`src/rtl/mo_pkg.sv`:
```
// Shared definitions for the motion-object line buffer.
//   PIX_W       - default pixel colour width
//   ADDR_W      - default horizontal address width (bank depth 2^ADDR_W)
//   TRANSPARENT - colour value that marks an empty / transparent pixel
//   state_t     - line buffer FSM states
package mo_pkg;

    localparam int unsigned PIX_W       = 4;
    localparam int unsigned ADDR_W      = 8;
    localparam int unsigned TRANSPARENT = 0;

    typedef enum logic {
        INIT,
        RUN
    } state_t;

endpackage

```
`src/rtl/mo_line_bank.sv`:
```
// One line buffer bank: 2^ADDR_W x PIX_W, combinational read, synchronous write.
// Contents are not reset; the owner clears them.
//   clk   - system clock
//   we    - write enable
//   addr  - read/write address
//   wdata - write data
//   rdata - combinational read data at addr
module mo_line_bank #(
    parameter int unsigned PIX_W  = mo_pkg::PIX_W,
    parameter int unsigned ADDR_W = mo_pkg::ADDR_W
) (
    input  logic              clk,
    input  logic              we,
    input  logic [ADDR_W-1:0] addr,
    input  logic [PIX_W-1:0]  wdata,
    output logic [PIX_W-1:0]  rdata
);

    localparam int unsigned DEPTH = 2 ** ADDR_W;

    logic [PIX_W-1:0] mem [DEPTH];

    always_ff @(posedge clk) begin
        if (we) begin
            mem[addr] <= wdata;
        end
    end

    assign rdata = mem[addr];

endmodule

```
`src/rtl/mo_line_buffer.sv`:
```
// Double-buffered motion-object line buffer. One bank collects opaque pixels for
// the next scanline while the other is read out to the mixer and cleared behind
// the read. After reset both banks are swept to zero before normal operation.
//   clk       - system clock
//   resetn    - asynchronous active-low reset
//   ce5       - pixel clock enable (gates everything except the clear sweep)
//   line_sel  - 0: bank A written / bank B read; 1: roles swapped
//   addr1     - bank A address
//   addr2     - bank B address
//   pix_in    - pixel for the write-side bank
//   mo_pix    - registered read-side pixel
//   mo_opaque - registered, high when mo_pix is non-transparent
//   init_busy - high while the post-reset clear sweep runs
module mo_line_buffer #(
    parameter int unsigned PIX_W      = mo_pkg::PIX_W,
    parameter int unsigned ADDR_W     = mo_pkg::ADDR_W,
    parameter bit          FIRST_WINS = 1'b1
) (
    input  logic              clk,
    input  logic              resetn,
    input  logic              ce5,
    input  logic              line_sel,
    input  logic [ADDR_W-1:0] addr1,
    input  logic [ADDR_W-1:0] addr2,
    input  logic [PIX_W-1:0]  pix_in,
    output logic [PIX_W-1:0]  mo_pix,
    output logic              mo_opaque,
    output logic              init_busy
);

    import mo_pkg::state_t;
    import mo_pkg::INIT;
    import mo_pkg::RUN;
    import mo_pkg::TRANSPARENT;

    localparam logic [PIX_W-1:0] CLEAR = PIX_W'(TRANSPARENT);

    state_t            state_q, state_d;
    logic [ADDR_W-1:0] clr_addr_q, clr_addr_d;
    logic [PIX_W-1:0]  mo_pix_q;
    logic              mo_opaque_q;

    logic              we_a, we_b;
    logic [ADDR_W-1:0] addr_a, addr_b;
    logic [PIX_W-1:0]  wdata_a, wdata_b;
    logic [PIX_W-1:0]  rdata_a, rdata_b;
    logic [PIX_W-1:0]  wr_rdata, rd_rdata;
    logic              wr_ok;

    // Address muxing kept apart from the write-enable logic so the read data
    // feeding the priority compare has no path back through it.
    assign addr_a = (state_q == INIT) ? clr_addr_q : addr1;
    assign addr_b = (state_q == INIT) ? clr_addr_q : addr2;

    assign wr_rdata = line_sel ? rdata_b : rdata_a;
    assign rd_rdata = line_sel ? rdata_a : rdata_b;

    // Transparent pixels never write; with FIRST_WINS an opaque pixel already
    // on the line keeps priority over later ones.
    assign wr_ok = (pix_in != CLEAR) && (!FIRST_WINS || (wr_rdata == CLEAR));

    always_comb begin
        state_d    = state_q;
        clr_addr_d = clr_addr_q;
        we_a       = 1'b0;
        we_b       = 1'b0;
        wdata_a    = CLEAR;
        wdata_b    = CLEAR;
        unique case (state_q)
            INIT: begin
                we_a       = 1'b1;
                we_b       = 1'b1;
                clr_addr_d = clr_addr_q + ADDR_W'(1);
                if (&clr_addr_q) begin
                    state_d = RUN;
                end
            end
            RUN: begin
                if (ce5) begin
                    if (line_sel) begin
                        we_a    = 1'b1;  // read-then-clear
                        we_b    = wr_ok;
                        wdata_b = pix_in;
                    end else begin
                        we_b    = 1'b1;  // read-then-clear
                        we_a    = wr_ok;
                        wdata_a = pix_in;
                    end
                end
            end
            default: state_d = INIT;
        endcase
    end

    always_ff @(posedge clk or negedge resetn) begin
        if (!resetn) begin
            state_q    <= INIT;
            clr_addr_q <= '0;
        end else begin
            state_q    <= state_d;
            clr_addr_q <= clr_addr_d;
        end
    end

    always_ff @(posedge clk or negedge resetn) begin
        if (!resetn) begin
            mo_pix_q    <= CLEAR;
            mo_opaque_q <= 1'b0;
        end else if (state_q == INIT) begin
            mo_pix_q    <= CLEAR;
            mo_opaque_q <= 1'b0;
        end else if (ce5) begin
            mo_pix_q    <= rd_rdata;
            mo_opaque_q <= (rd_rdata != CLEAR);
        end
    end

    assign mo_pix    = mo_pix_q;
    assign mo_opaque = mo_opaque_q;
    assign init_busy = (state_q == INIT);

    mo_line_bank #(
        .PIX_W  (PIX_W),
        .ADDR_W (ADDR_W)
    ) u_bank_a (
        .clk   (clk),
        .we    (we_a),
        .addr  (addr_a),
        .wdata (wdata_a),
        .rdata (rdata_a)
    );

    mo_line_bank #(
        .PIX_W  (PIX_W),
        .ADDR_W (ADDR_W)
    ) u_bank_b (
        .clk   (clk),
        .we    (we_b),
        .addr  (addr_b),
        .wdata (wdata_b),
        .rdata (rdata_b)
    );

endmodule

```
`config.mk`:
```
export PLATFORM = sky130hd
export DESIGN_NAME = mo_line_buffer
export DESIGN_NICKNAME = d
export VERILOG_FILES = /design/src/rtl/mo_pkg.sv /design/src/rtl/mo_line_bank.sv /design/src/rtl/mo_line_buffer.sv
export SDC_FILE = /design/constraint.sdc
export NUM_CORES = 2
export LEC_CHECK = 0
export BUFFER_PORTS_ARGS = -buffer_cell sky130_fd_sc_hd__buf_4
export CORE_AREA = 2 2 405 407
export DETAILED_ROUTE_END_ITERATION = 16
export DIE_AREA = 0 0 407 409
export SYNTH_ARGS = -nofsm -noshare
export SYNTH_HDL_FRONTEND = slang
export SYNTH_HIERARCHICAL = 1
export SYNTH_SLANG_ARGS = --single-unit
```
`constraint.sdc`:
```
create_clock -name clk -period 6.9 [get_ports clk]
set_input_delay 2.07 -clock clk [delete_from_list [all_inputs] [get_ports clk]]
set_output_delay 2.07 -clock clk [all_outputs]
set_load 0.1 [all_outputs]
```
==> metrics.csv <==
stage,metric,value,unit
global_route,leftover overflow at the end of global routing,0,
yosys,cell types with the largest area share after synthesis,"edfxtp_1 (76%), mux4_2 (14%), a22oi_1 (2.4%)",
cts,largest buffer count on any clock path,3,
drt,number of iterations in the first detailed-routing pass,5,
global_route,largest net degree at the start of global routing,148,
yosys,total of flip-flops plus latches after synthesis,2062,
critical_path,crit start category,input pin,
job,number of max-cap violations,0,
cells_and_area,number of inserted filler cells in the final layout,11700,
drt,violation count after the first detailed-routing iteration,5587,
place,input/output buffers,29,
place,instance area at placement,0.0892,mm²
sta,final worst-path cycle share,92.4,%
critical_path,type of element capturing the critical path,flop,
cts,Sinks on Clock Net,2062,
sta,final-report setup violation count,0,
floorplanning,area of the placeable core,0.162,mm²
global_route,Overall Global Routing Usage,23.9,%
critical_path,Worst setup startpoint,addr2[0],
power_and_ir_drop,largest vdd supply drop,244,µV
cts,H-Tree Depth,4,
cts,Num CTS Buffers,201,
floorplanning,Die Width,407,µm
yosys,largest area contributor in the netlist,edfxtp_1,
critical_path,FF-to-FF Start,state_q$_DFF_PN0_,
sta,slew margin rel.,23.5,%
drt,post-DR vias/cell,5.91,
yosys,total number of yosys warnings,6,
drt,ANT nets after route,0,
cts,hold bufs inserted after CTS,0,
drt,total via count after detailed routing,41900,
floorplanning,Die Y-Extent,409,µm
sta,final-layout worst hold slack,504,ps
run_status,outcome,finished clean,
sta,number of slew-limit violations in the final report,0,
sta,min cycle time layout,6380,ps
cts,TritonCTS clock tree,built,
critical_path,data required time of the worst path,7430,ps
place,DP Wirelength,123000,µm
global_route,wire length of the first global-routing pass,290000,µm
drt,Routed wire per std cell,27.6,µm
yosys,area share of the leading cell type in the synthesized netlist,76.2,%
yosys,Synthesized Nets,4047,
place,global placer's final weighted congestion,0.837,
cts,CTS clock-pin slew for the worst setup and hold paths,60,ps
min_path,kind of path behind the tightest hold check,reg2reg,
critical_path,critical path data arrival time,6910,ps
global_route,vias in the first global route,42700,
floorplanning,IO Count,30,
floorplanning,initial core utilization,49.8,%
cts,Clock Latency Late Sink,840,ps
drt,overall routed net length,196000,µm
cells_and_area,Total Nets Final,4774,
critical_path,CP Class,in2reg,
sta,Setup TNS,0,ps
floorplanning,standard-cell rows,148,
sta,unrepaired setup endpoints after global routing,no,
power_and_ir_drop,Leak,0.0336,µW
drt,Remaining DRCs,0,
yosys,Syn Inst Count,4022,
sta,hold violation count in the final report,0,
min_path,start point of the worst min-delay path,clr_addr_q[7]$_DFFE_PN0N_,
cts,Post-CTS Resized,0,
sta,maximum clock frequency,157,MHz
cells_and_area,post-layout instance area,0.0959,mm²
yosys,Post-Synthesis Cell Area,0.0807,mm²
sta,Final Skew,32.7,ps
power_and_ir_drop,PD cells,257,mW/mm²
sta,slew at the pin with the worst max-slew slack,1140,ps
cells_and_area,Seq. cell area,0.0618,mm²
yosys,"Seq/Total Area, Yosys",76.6,%
floorplanning,Die Outline Area,0.166,mm²
cells_and_area,share of final-layout standard cells stronger than drive strength 1,33.2,%
yosys,number of different library cells in the post-synthesis netlist,38,
global_route,initial antenna violation count,3,
yosys,average footprint of a synthesized cell,20.1,µm²
cells_and_area,most frequent cells in the layout,"edfxtp_1 (2048), buf_4 (727), mux4_2 (512), nor2_1 (468), a22oi_1 (256)",
cells_and_area,most common library cell in the layout ignoring fill and taps,edfxtp_1,
cts,buffer type at the clock tree root,clkbuf_16,
cells_and_area,area growth from synthesis to final layout,18.8,%
cells_and_area,area occupied by multi-input gates,0.0177,mm²
critical_path,highest net fanout along the worst path,23,
cts,number of buffers added for setup after CTS,0,
registers in the layout, summed over array words and instances (netlist names):
register,count
mo_opaque,1
clr_addr_q,8
state_q,1
u_bank_a/mem,1024
mo_pix,4
u_bank_b/mem,1024
cells by family after synthesis:
group / Yosys count / share of synthesized area (%)
simple gates: 735 / 3.80
xor+xnor: 7 / 0.0759
fa+ha+maj: 1 / 0.0155
buf+inv: 283 / 1.62
flops: 2062 / 76.6
compound gates: 417 / 3.53
mux: 517 / 14.3
through the flow:
| stage | cells | total power [µW] | setup slack, ps | util, % |
|---|---|---|---|---|
| floorplan | 4022 | 13800 | 105 | - |
| global placement | 6721 | 13800 | -163 | 55.1 |
| detailed placement | 6721 | 13800 | -212 | 55.1 |
| CTS | 7090 | 24800 | 656 | 59.2 |
| global route | 7090 | 25300 | 473 | 59.2 |
| finish | 7091 | 24700 | 523 | 59.2 |
power by group:
part,total [µW],switching (µW),internal (µW)
Clock,11100,4600,6470
Sequential,13600,0,13600
Combinational,20.1,10.5,9.60
synth_stat cells:
master,count
buf_4,12
nand4_1,11
or4_1,9
edfxtp_1,2048
a221o_1,1
nand2_1,106
mux2_2,1
or2_2,2
or4_4,1
xnor2_1,5
inv_1,3
o221ai_1,1
o211ai_1,1
a21oi_1,128
mux4_2,512
nor2b_1,14
inv_2,1
dfrtp_1,14
and4_1,1
or2_0,2
buf_6,20
and2_1,14
a211oi_1,4
nand2b_1,13
nor3_1,62
and3_1,1
o41ai_1,25
a41o_1,1
buf_2,41
nor2_1,470
nand3_1,27
or3_1,2
mux2i_1,4
a22oi_1,256
clkbuf_1,180
xor2_1,2
buf_1,26
ha_1,1
per-layer routing:
layer	vias up	global-route usage (%)	share of wire, %	wire (µm)
met5	-	0	0	0
met4	0	6.33	2.3	4460
met3	270	4.79	8.5	16600
met2	1818	35.3	46	89100
met1	21800	36.7	44	85600
li1	18000	-	-	-
path summary, 6_finish.rpt:
kind                                                  end  slack (ps)  cells past startpoint
setup reg to reg           u_bank_b/mem[129][2]$_DFFE_PP_        1050                     22
min in group asynchronous       clr_addr_q[0]$_DFFE_PN0N_        1090                      1
hold reg to reg                 clr_addr_q[7]$_DFFE_PN0N_         500                      1
setup / recovery           u_bank_b/mem[129][2]$_DFFE_PP_         520                     22
max in group asynchronous           mo_pix[0]$_DFFE_PN0P_        5650                      1
hold / removal                  clr_addr_q[7]$_DFFE_PN0N_         500                      1
area by class of cell:
class	instances	share of cell area [%]
clock buffer	249	5.59
multi-input combinational	1677	18.4
sequential	2062	64.5
antenna	1	0.00261
clock inverter	120	1.34
inverter	4	0.0157
timing repair buffer	803	7.28
tap	2175	2.84
worst max-delay path, cell delays in order:
cell	delay (ps)
buf_4	80
nand2_1	80
nand2_4	160
buf_12	220
buf_12	260
mux4_2	540
a22oi_1	230
a21oi_1	180
o41ai_1	500
buf_4	260
nand4_1	110
buf_4	160
or4_4	530
o221ai_1	220
buf_4	160
inv_1	50
nor2_1	170
buf_4	180
nand2_1	100
buf_12	190
nor2_1	210
buf_4	200
Note: power is estimated with default switching activity, not from simulation.
